File: config.mk
export PLATFORM = sky130hd
export DESIGN_NAME = interval_sched
export DESIGN_NICKNAME = d
export VERILOG_FILES = /design/src/rtl/interval_sched_pkg.sv /design/src/rtl/interval_sched_cnt4_preset.sv /design/src/rtl/interval_sched.sv
export SDC_FILE = /design/constraint.sdc
export NUM_CORES = 1
export LEC_CHECK = 0
export CORE_UTILIZATION = 41
export DETAILED_ROUTE_END_ITERATION = 10
export PLACE_DENSITY = 0.84
export SETUP_SLACK_MARGIN = 0.1
export SLEW_MARGIN = 20
export SYNTH_ARGS = -nofsm -noshare
export SYNTH_HDL_FRONTEND = slang
export SYNTH_SLANG_ARGS = --single-unit
File: constraint.sdc
create_clock -name CP -period 1.6 [get_ports CP]
set_input_delay 0.16 -clock CP [delete_from_list [all_inputs] [get_ports CP]]
set_output_delay 0.16 -clock CP [all_outputs]
set_load 0.005 [all_outputs]
File: src/rtl/interval_sched_pkg.sv
// Shared types and constants for the two-requester interval scheduler.
// Holds the FSM encoding, counter limit and round-robin helper.
package interval_sched_pkg;

  typedef enum logic [1:0] {
    S_IDLE = 2'd0,
    S_LOAD = 2'd1,
    S_RUN  = 2'd2,
    S_FIN  = 2'd3
  } state_e;

  localparam logic [7:0] CNT_MAX  = 8'hFF;
  localparam logic       LAST_RST = 1'b1;

  // On a tie the requester that did not own the counter last wins.
  function automatic logic rr_pick(
    input logic [1:0] req,
    input logic       last
  );
    return (req == 2'b11) ? ~last : req[1];
  endfunction

endpackage

File: src/rtl/interval_sched_cnt4_preset.sv
// 4-bit synchronous presettable up-counter stage.
// Active-low clear and load; TC ripples into the next stage's CET.
module cnt4_preset (
  input  logic       CP,
  input  logic       CR,
  input  logic       PE,
  input  logic       CEP,
  input  logic       CET,
  input  logic [3:0] D,
  output logic [3:0] Q,
  output logic       TC
);

  logic [3:0] q_q;

  always_ff @(posedge CP) begin
    if (!CR) begin
      q_q <= 4'd0;
    end else if (!PE) begin
      q_q <= D;
    end else if (CEP && CET) begin
      q_q <= q_q + 4'd1;
    end
  end

  assign Q  = q_q;
  assign TC = CET & (q_q == 4'hF);

endmodule

File: src/rtl/interval_sched.sv
// Round-robin scheduler sharing one 8-bit presettable counter
// between two requesters; returns a DONE pulse per interval.
module interval_sched
  import interval_sched_pkg::*;
(
  input  logic       CP,
  input  logic       CR,
  input  logic [1:0] REQ,
  input  logic [7:0] LEN0,
  input  logic [7:0] LEN1,
  input  logic       HOLD,
  output logic [1:0] GNT,
  output logic [1:0] DONE,
  output logic       BUSY,
  output logic [7:0] CNT
);

  state_e     state_q;
  logic       owner_q;
  logic       last_q;
  logic [1:0] gnt_q;
  logic [1:0] done_q;
  logic       busy_q;

  logic       req_own;
  logic       pick;
  logic       pe_n;
  logic       run_act;
  logic       cep;
  logic       tc_lo;
  logic       tc_hi;
  logic [7:0] preset;

  assign req_own = REQ[owner_q];
  assign pick    = rr_pick(REQ, last_q);
  assign preset  = owner_q ? ~LEN1 : ~LEN0;

  // An abort in LOAD must leave the counter untouched.
  assign pe_n    = !((state_q == S_LOAD) && req_own);
  assign run_act = (state_q == S_RUN) && req_own;
  assign cep     = !HOLD && !tc_hi;

  cnt4_preset u_lo (
    .CP  (CP),
    .CR  (CR),
    .PE  (pe_n),
    .CEP (cep),
    .CET (run_act),
    .D   (preset[3:0]),
    .Q   (CNT[3:0]),
    .TC  (tc_lo)
  );

  cnt4_preset u_hi (
    .CP  (CP),
    .CR  (CR),
    .PE  (pe_n),
    .CEP (cep),
    .CET (tc_lo),
    .D   (preset[7:4]),
    .Q   (CNT[7:4]),
    .TC  (tc_hi)
  );

  always_ff @(posedge CP) begin
    if (!CR) begin
      state_q <= S_IDLE;
      owner_q <= 1'b0;
      last_q  <= LAST_RST;
      gnt_q   <= 2'b00;
      done_q  <= 2'b00;
      busy_q  <= 1'b0;
    end else begin
      unique case (state_q)
        S_IDLE: begin
          if (|REQ) begin
            owner_q <= pick;
            gnt_q   <= pick ? 2'b10 : 2'b01;
            busy_q  <= 1'b1;
            state_q <= S_LOAD;
          end
        end
        S_LOAD, S_RUN: begin
          if (!req_own) begin
            last_q  <= owner_q;
            gnt_q   <= 2'b00;
            busy_q  <= 1'b0;
            state_q <= S_IDLE;
          end else if (state_q == S_LOAD) begin
            state_q <= S_RUN;
          end else if (CNT == CNT_MAX) begin
            done_q  <= gnt_q;
            state_q <= S_FIN;
          end
        end
        S_FIN: begin
          last_q  <= owner_q;
          gnt_q   <= 2'b00;
          done_q  <= 2'b00;
          busy_q  <= 1'b0;
          state_q <= S_IDLE;
        end
        default: state_q <= S_IDLE;
      endcase
    end
  end

  assign GNT  = gnt_q;
  assign DONE = done_q;
  assign BUSY = busy_q;

endmodule
# Word-level counts from Yosys, hierarchy flattened

Cells that the tools add are included.

Input bits: 21
Logic and storage cells: 73
Register bits after elaboration: 17

Add/subtract/negate cells: 2
Reduce and logical (&&, ||, !) cells: 18
$lt $le $gt $ge: 1
Mux-type cells: 26
Bitwise operators: 5
Equality and inequality tests: 13

Operators by type and width:

| cell                  | count |
|---|---|
| $mux W2               | 10 |
| $mux W4               | 4 |
| $not A8 Y8            | 2 |
| $pmux W2 S3           | 2 |
| $ne A2 B2 Y1 const B  | 5 |
| $add A4 B1 Y4 const B | 2 |
| $eq A4 B4 Y1 const B  | 2 |
| $eq A8 B8 Y1 const B  | 1 |
| $mux W8               | 1 |
| $reduce_and A2 Y1     | 4 |
| $eq A2 B2 Y1 const B  | 3 |
| $mux W1               | 6 |
| $reduce_bool A2 Y1    | 3 |
| $logic_and A1 B1 Y1   | 5 |
| $ne A4 B4 Y1 const B  | 1 |
| $pmux W2 S2           | 1 |
| $reduce_and A4 Y1     | 1 |
| $reduce_or A2 Y1      | 2 |
| $pmux W1 S3           | 1 |
| $and A1 B1 Y1         | 2 |
| $eq A2 B1 Y1 const B  | 1 |
| $logic_not A1 Y1      | 2 |
| $logic_not A2 Y1      | 1 |
| $lt A1 B2 Y1 const B  | 1 |
| 2 further kinds       | 2 |

# Depth between registers and ports, before layout

Word-level depth: 10
Depth in mapped cells: 7
Gate-level depth less buffers: 6

# Hierarchy

Synthesis repeated with hierarchy kept, for this count alone.

Cells, all modules: 128
Area total of the unflattened synthesis: 1058.5 um2

By module, submodules not included:

| module         | instances | area an instance (um2) | cells an instance |
|---|---|---|---|
| interval_sched | 1         | 648.1                  | 80 |
| cnt4_preset    | 2         | 205.2                  | 24 |

# Least setup slack after synthesis

Ideal clock, no wire load.

Kind: register to register
Start: reg state_q[1]
End: reg state_q[1]
Required time: 1.525 ns
Path buffers: 0
Slack: -0.004 ns
Stages on the path, launching flop included: 6
Arrival: 1.529 ns
Period minus slack after synthesis: 1.604 ns
Library setup time: 0.075 ns
Path through: dfxtp_1 inv_1 ha_1 nand2_2 or4_1 a31oi_1

Cells in the longest elaborated chain, start to end: 4
Elaborated cells between the ends (all ways): 11
Classes of those cells: eq/ne (5); mux (3); reduce/logical (3)

Ends and longest elaborated chain:

| what                                             | line                                       | source |
|---|---|---|
| from (decl)                                      | interval_sched.sv:18                       | `state_e state_q;` |
| from (signal assigned)                           | interval_sched.sv:67                       | `state_q <= S_IDLE;` |
| from (signal assigned)                           | interval_sched.sv:80                       | `state_q <= S_LOAD;` |
| from (signal assigned)                           | interval_sched.sv:88                       | `state_q <= S_IDLE;` |
| $eq A2 B1 Y1 or $eq A2 B2 Y1 (tied branches)     | interval_sched.sv:74, interval_sched.sv:89 |  |
| $mux W2 or $reduce_or A2 Y1 (tied branches)      | interval_sched.sv:89, interval_sched.sv:74 |  |
| $mux W2 or $ne A4 B4 Y1 (tied branches)          | n/a                                        |  |
| $pmux W2 S3 or $reduce_and A2 Y1 (tied branches) | n/a                                        |  |

Several ways; a longest one is shown, not always the timed one.
A chain may end at the register's enable or synchronous reset.

# Final worst setup path

Start: reg state_q[1]
End: reg u_hi.q_q[3], in the netlist u_hi.Q[3]

Cells in the longest elaborated chain, start to end: 8
Elaborated cells between the ends (all ways): 11
Classes of those cells: eq/ne (2); mux (1); bitwise (2); reduce/logical (6)

Ends and longest elaborated chain:

| what                                | line                             | source |
|---|---|---|
| $eq A2 B2 Y1                        | interval_sched.sv:40             | `assign run_act = (state_q == S_RUN) && req_own;` |
| $logic_and A1 B1 Y1                 | interval_sched.sv:40             |  |
| $and A1 B1 Y1 (2 in a row)          | interval_sched_cnt4_preset.sv:27 | `assign TC = CET & (q_q == 4'hF);` |
| $logic_not A1 Y1                    | interval_sched.sv:41             | `assign cep = !HOLD && !tc_hi;` |
| $logic_and A1 B1 Y1                 | interval_sched.sv:41             |  |
| $logic_and A1 B1 Y1                 | interval_sched_cnt4_preset.sv:21 | `end else if (CEP && CET) begin` |
| $reduce_bool A2 Y1 (no source line) | n/a                              |  |
| to (signal assigned)                | interval_sched_cnt4_preset.sv:22 | `q_q <= q_q + 4'd1;` |
| to (decl)                           | interval_sched_cnt4_preset.sv:14 | `logic [3:0] q_q;` |

Several ways; a longest one is shown, not always the timed one.

==> results_tabular.tex <==
\begin{tabular}{lr}
\hline
Metric & Value \\
\hline
\multicolumn{2}{l}{\textbf{Synth}} \\
Mean Syn Cell Area & 8.97 um2 \\
Synthesis warning total & 0 \\
Post-synthesis net count & 150 \\
Netlist area before placement & 0.00109 mm2 \\
Fraction of the yosys area taken by sequential cells & 31.1\% \\
Number of synthesized flops with an enable pin & 0 \\
Top FF cell, synth & dfxtp\_1 \\
Post-synthesis sequential element count & 17 \\
Proportion of synthesized flip-flops having asynchronous set or reset & 0\% \\
Synthesized instance count & 122 \\
Number of distinct library cells after synthesis & 44 \\
\multicolumn{2}{l}{\textbf{Global routing}} \\
Largest net degree at the start of global routing & 13 \\
Wire length of the first global-routing pass & 4.68 mm \\
Met3 routing resource usage after global routing & 5.08\% \\
Remaining Overflow, GRT & 0 \\
Global Route met1 Usage & 23.6\% \\
Via count of the first global-routing pass & 1092 \\
Antenna violations before repair & 0 \\
Global routing usage on met2 & 42.2\% \\
Total global routing track utilization & 22.7\% \\
Global routing's busiest layer & met2 \\
\multicolumn{2}{l}{\textbf{Clocking}} \\
Number of clock sinks & 17 \\
Number of buffers added by the clock tree synthesis step & 3 \\
Largest buffer count on any clock path & 2 \\
CTS clock-pin slew for the worst setup and hold paths & 0.11 ns \\
Level count of the clock H-tree & 1 \\
Cts hold-fix bufs & 0 \\
Clock tree from TritonCTS & yes \\
Clock root cell & clkbuf\_4 \\
Clk Latency, worst-skew pair & 0.31 ns \\
\multicolumn{2}{l}{\textbf{STA}} \\
Number of pins exceeding their max-slew limit in the final report & 0 \\
Final setup violation count & 2 \\
Relative slew slack & 63.9\% \\
Clock skew & 0.0151 ns \\
Peak clock frequency supported by timing & 0.614 GHz \\
WHS & 0.502 ns \\
Final-layout setup total negative slack & -0.0499 ns \\
Final critical-path share of the clock period & 102\% \\
PnR worst setup slack & -0.0299 ns \\
Slew of the pin with the lowest slew margin & 0.540 ns \\
Final critical delay including setup and external delays & 1.63 ns \\
RSZ-0062 raised after global routing & yes \\
Final hold violations & 0 \\
\multicolumn{2}{l}{\textbf{Cells and area}} \\
Top library cells by usage in the layout, fill and taps aside & clkdlybuf4s50\_1, buf\_4, mux2i\_1 \\
Commonest non-fill, non-tap cell in the layout & clkdlybuf4s50\_1 \\
Fraction of layout instances using a drive strength above 1 & 37.0\% \\
End-of-flow core utilization & 73.8\% \\
Synthesis-to-finish area growth & 68.5\% \\
Number of nets in the final layout & 213 \\
Count of antenna diodes in the layout & 0 \\
\multicolumn{2}{l}{\textbf{Placement}} \\
Hpwl dp & 2.12 mm \\
Number of buffers inserted by port buffering & 33 \\
RD Place Congestion & 0.760 \\
\multicolumn{2}{l}{\textbf{Power and ir drop}} \\
Clk pwr share & 18.2\% \\
Power consumption & 1.33 mW \\
PD cells & 720 mW/mm2 \\
Sequential cell fraction of total power & 39.6\% \\
Worst VDD drop & 570 uV \\
Share of total power consumed by net switching & 33.1\% \\
Leakage Power & 0.694 nW \\
Gate power share & 42.1\% \\
Sw Pwr & 0.440 mW \\
Internal portion of total power & 0.888 mW \\
\multicolumn{2}{l}{\textbf{Critical path}} \\
Internal reg-to-reg setup slack & -0.03 ns \\
CP Capture Type & flop \\
Endpoint required time on the critical path & 1.78 ns \\
Reg2Reg Depth & 7 \\
Launching element type of the critical path & flop \\
Maximum fanout along the worst path & 3 \\
Data arrival at the endpoint of the critical path & 1.81 ns \\
Crit path kind & reg -> reg \\
\multicolumn{2}{l}{\textbf{Route}} \\
Number of DRC violations after detailed routing & 0 \\
Count of nets left with antenna violations after detail routing & 0 \\
Wire length per cell after detailed routing & 16.2 um \\
Total routed wirelength & 3.47 mm \\
Number of vias per cell & 5.66 \\
Initial drt markers & 20 \\
Via count of the routed design & 1211 \\
Number of detailed-route iterations in the first pass & 5 \\
\multicolumn{2}{l}{\textbf{Die}} \\
I/O pin total & 34 \\
Die footprint & 0.00288 mm2 \\
\# rows & 18 \\
Die Wd & 53.7 um \\
Core outline area & 0.00250 mm2 \\
Initial core utilization & 43.8\% \\
Overall die height & 53.7 um \\
\multicolumn{2}{l}{\textbf{Min path}} \\
WHS Path Cells & 2 \\
Worst min-delay path category & reg -> reg \\
\multicolumn{2}{l}{\textbf{Outcome}} \\
Outcome & finished, violations left \\
Failing checks & negative setup slack \\
\multicolumn{2}{l}{\textbf{Run}} \\
Total of max-cap violations & 0 \\
\hline
\end{tabular}
cell type report:
| class | instances | area, um2 |
|---|---|---|
| clock buffer | 3 | 22.5 |
| inverter | 4 | 20.0 |
| timing repair buffer | 62 | 556 |
| tap | 30 | 37.5 |
| sequential | 17 | 354 |
| multi-input combinational | 97 | 850 |
| fill | 184 | 656 |
| clock inverter | 1 | 5.00 |
power by group through the flow:
stage               Combinational [mW]  Clock [mW]  Sequential, mW
detailed placement               0.442           0           0.521
global route                     0.603       0.272           0.533
CTS                              0.480       0.249           0.514
finish                           0.560       0.242           0.526
floorplan                        0.233           0           0.523
global placement                 0.424           0           0.518
cells by family after synthesis:
logic type	after synthesis	share of synthesized area, %
simple gates	40	20.6
compound gates	33	21.0
flops	17	31.1
mux	14	13.4
buf+inv	9	4.34
fa+ha+maj	7	8.00
xor+xnor	2	1.60
per-stage QoR:
step / cells / area, um2 / setup slack (ns)
2_1_floorplan: 122 / 1110 / 0.0981
3_3_place_gp: 196 / 1570 / -0.0935
3_5_place_dp: 196 / 1570 / -0.175
4_1_cts: 205 / 1660 / 0.0741
5_1_grt: 214 / 1840 / -0.0876
6_report: 214 / 1840 / -0.0299
worst max-delay path, cell delays in order (launching register included):
cell      delay, ns
dfxtp_4        0.38
buf_6          0.10
ha_4           0.12
and3b_2        0.22
nand3_1        0.10
buf_4          0.14
o31ai_1        0.27
a311oi_1       0.17
sequential cells by signal (all words and copies together) (netlist names):
signal,count
u_hi.Q,4
state_q,2
u_lo.Q,4
last_q,1
owner_q,1
GNT,2
BUSY,1
DONE,2
repair_timing:
item / 4_1_cts / 5_1_grt
pin swaps: 5 / 12
setup buffers: 5 / 8
resized for setup: 9 / 27
hold endpoints to repair: 0 / 0
gates cloned: 0 / 1
endpoints found under the setup margin: 9 / 16
path summary, 6_finish.rpt:
kind	start	end
setup / recovery	state_q[1]	u_hi.Q[3]
hold / removal	GNT[0]	GNT[0]
setup reg to reg	state_q[1]	u_hi.Q[3]
hold reg to reg	GNT[0]	GNT[0]
Yosys cell counts (2+ instances only):
master / instances / area (um2)
dfxtp_1: 17 / 340
mux2i_1: 12 / 120
nor2_1: 9 / 33.8
a21oi_1: 8 / 40.0
ha_1: 7 / 87.6
nand3_1: 7 / 35.0
o21ai_0: 6 / 30.0
inv_1: 4 / 15.0
nand2_1: 4 / 15.0
nand2b_1: 4 / 25.0
a211oi_1: 3 / 22.5
a221oi_1: 2 / 17.5
a31oi_1: 2 / 12.5
and2_1: 2 / 12.5
and3_1: 2 / 12.5
and4_1: 2 / 17.5
buf_2: 2 / 10.0
nand4_1: 2 / 12.5
or3_1: 2 / 12.5
per-layer routing:
layer,vias up,share of wire (%)
met2,57,52
li1,587,-
met4,0,3.8
met5,-,0
met1,552,39
met3,15,5.1
Power figures use the tool's default switching activity.
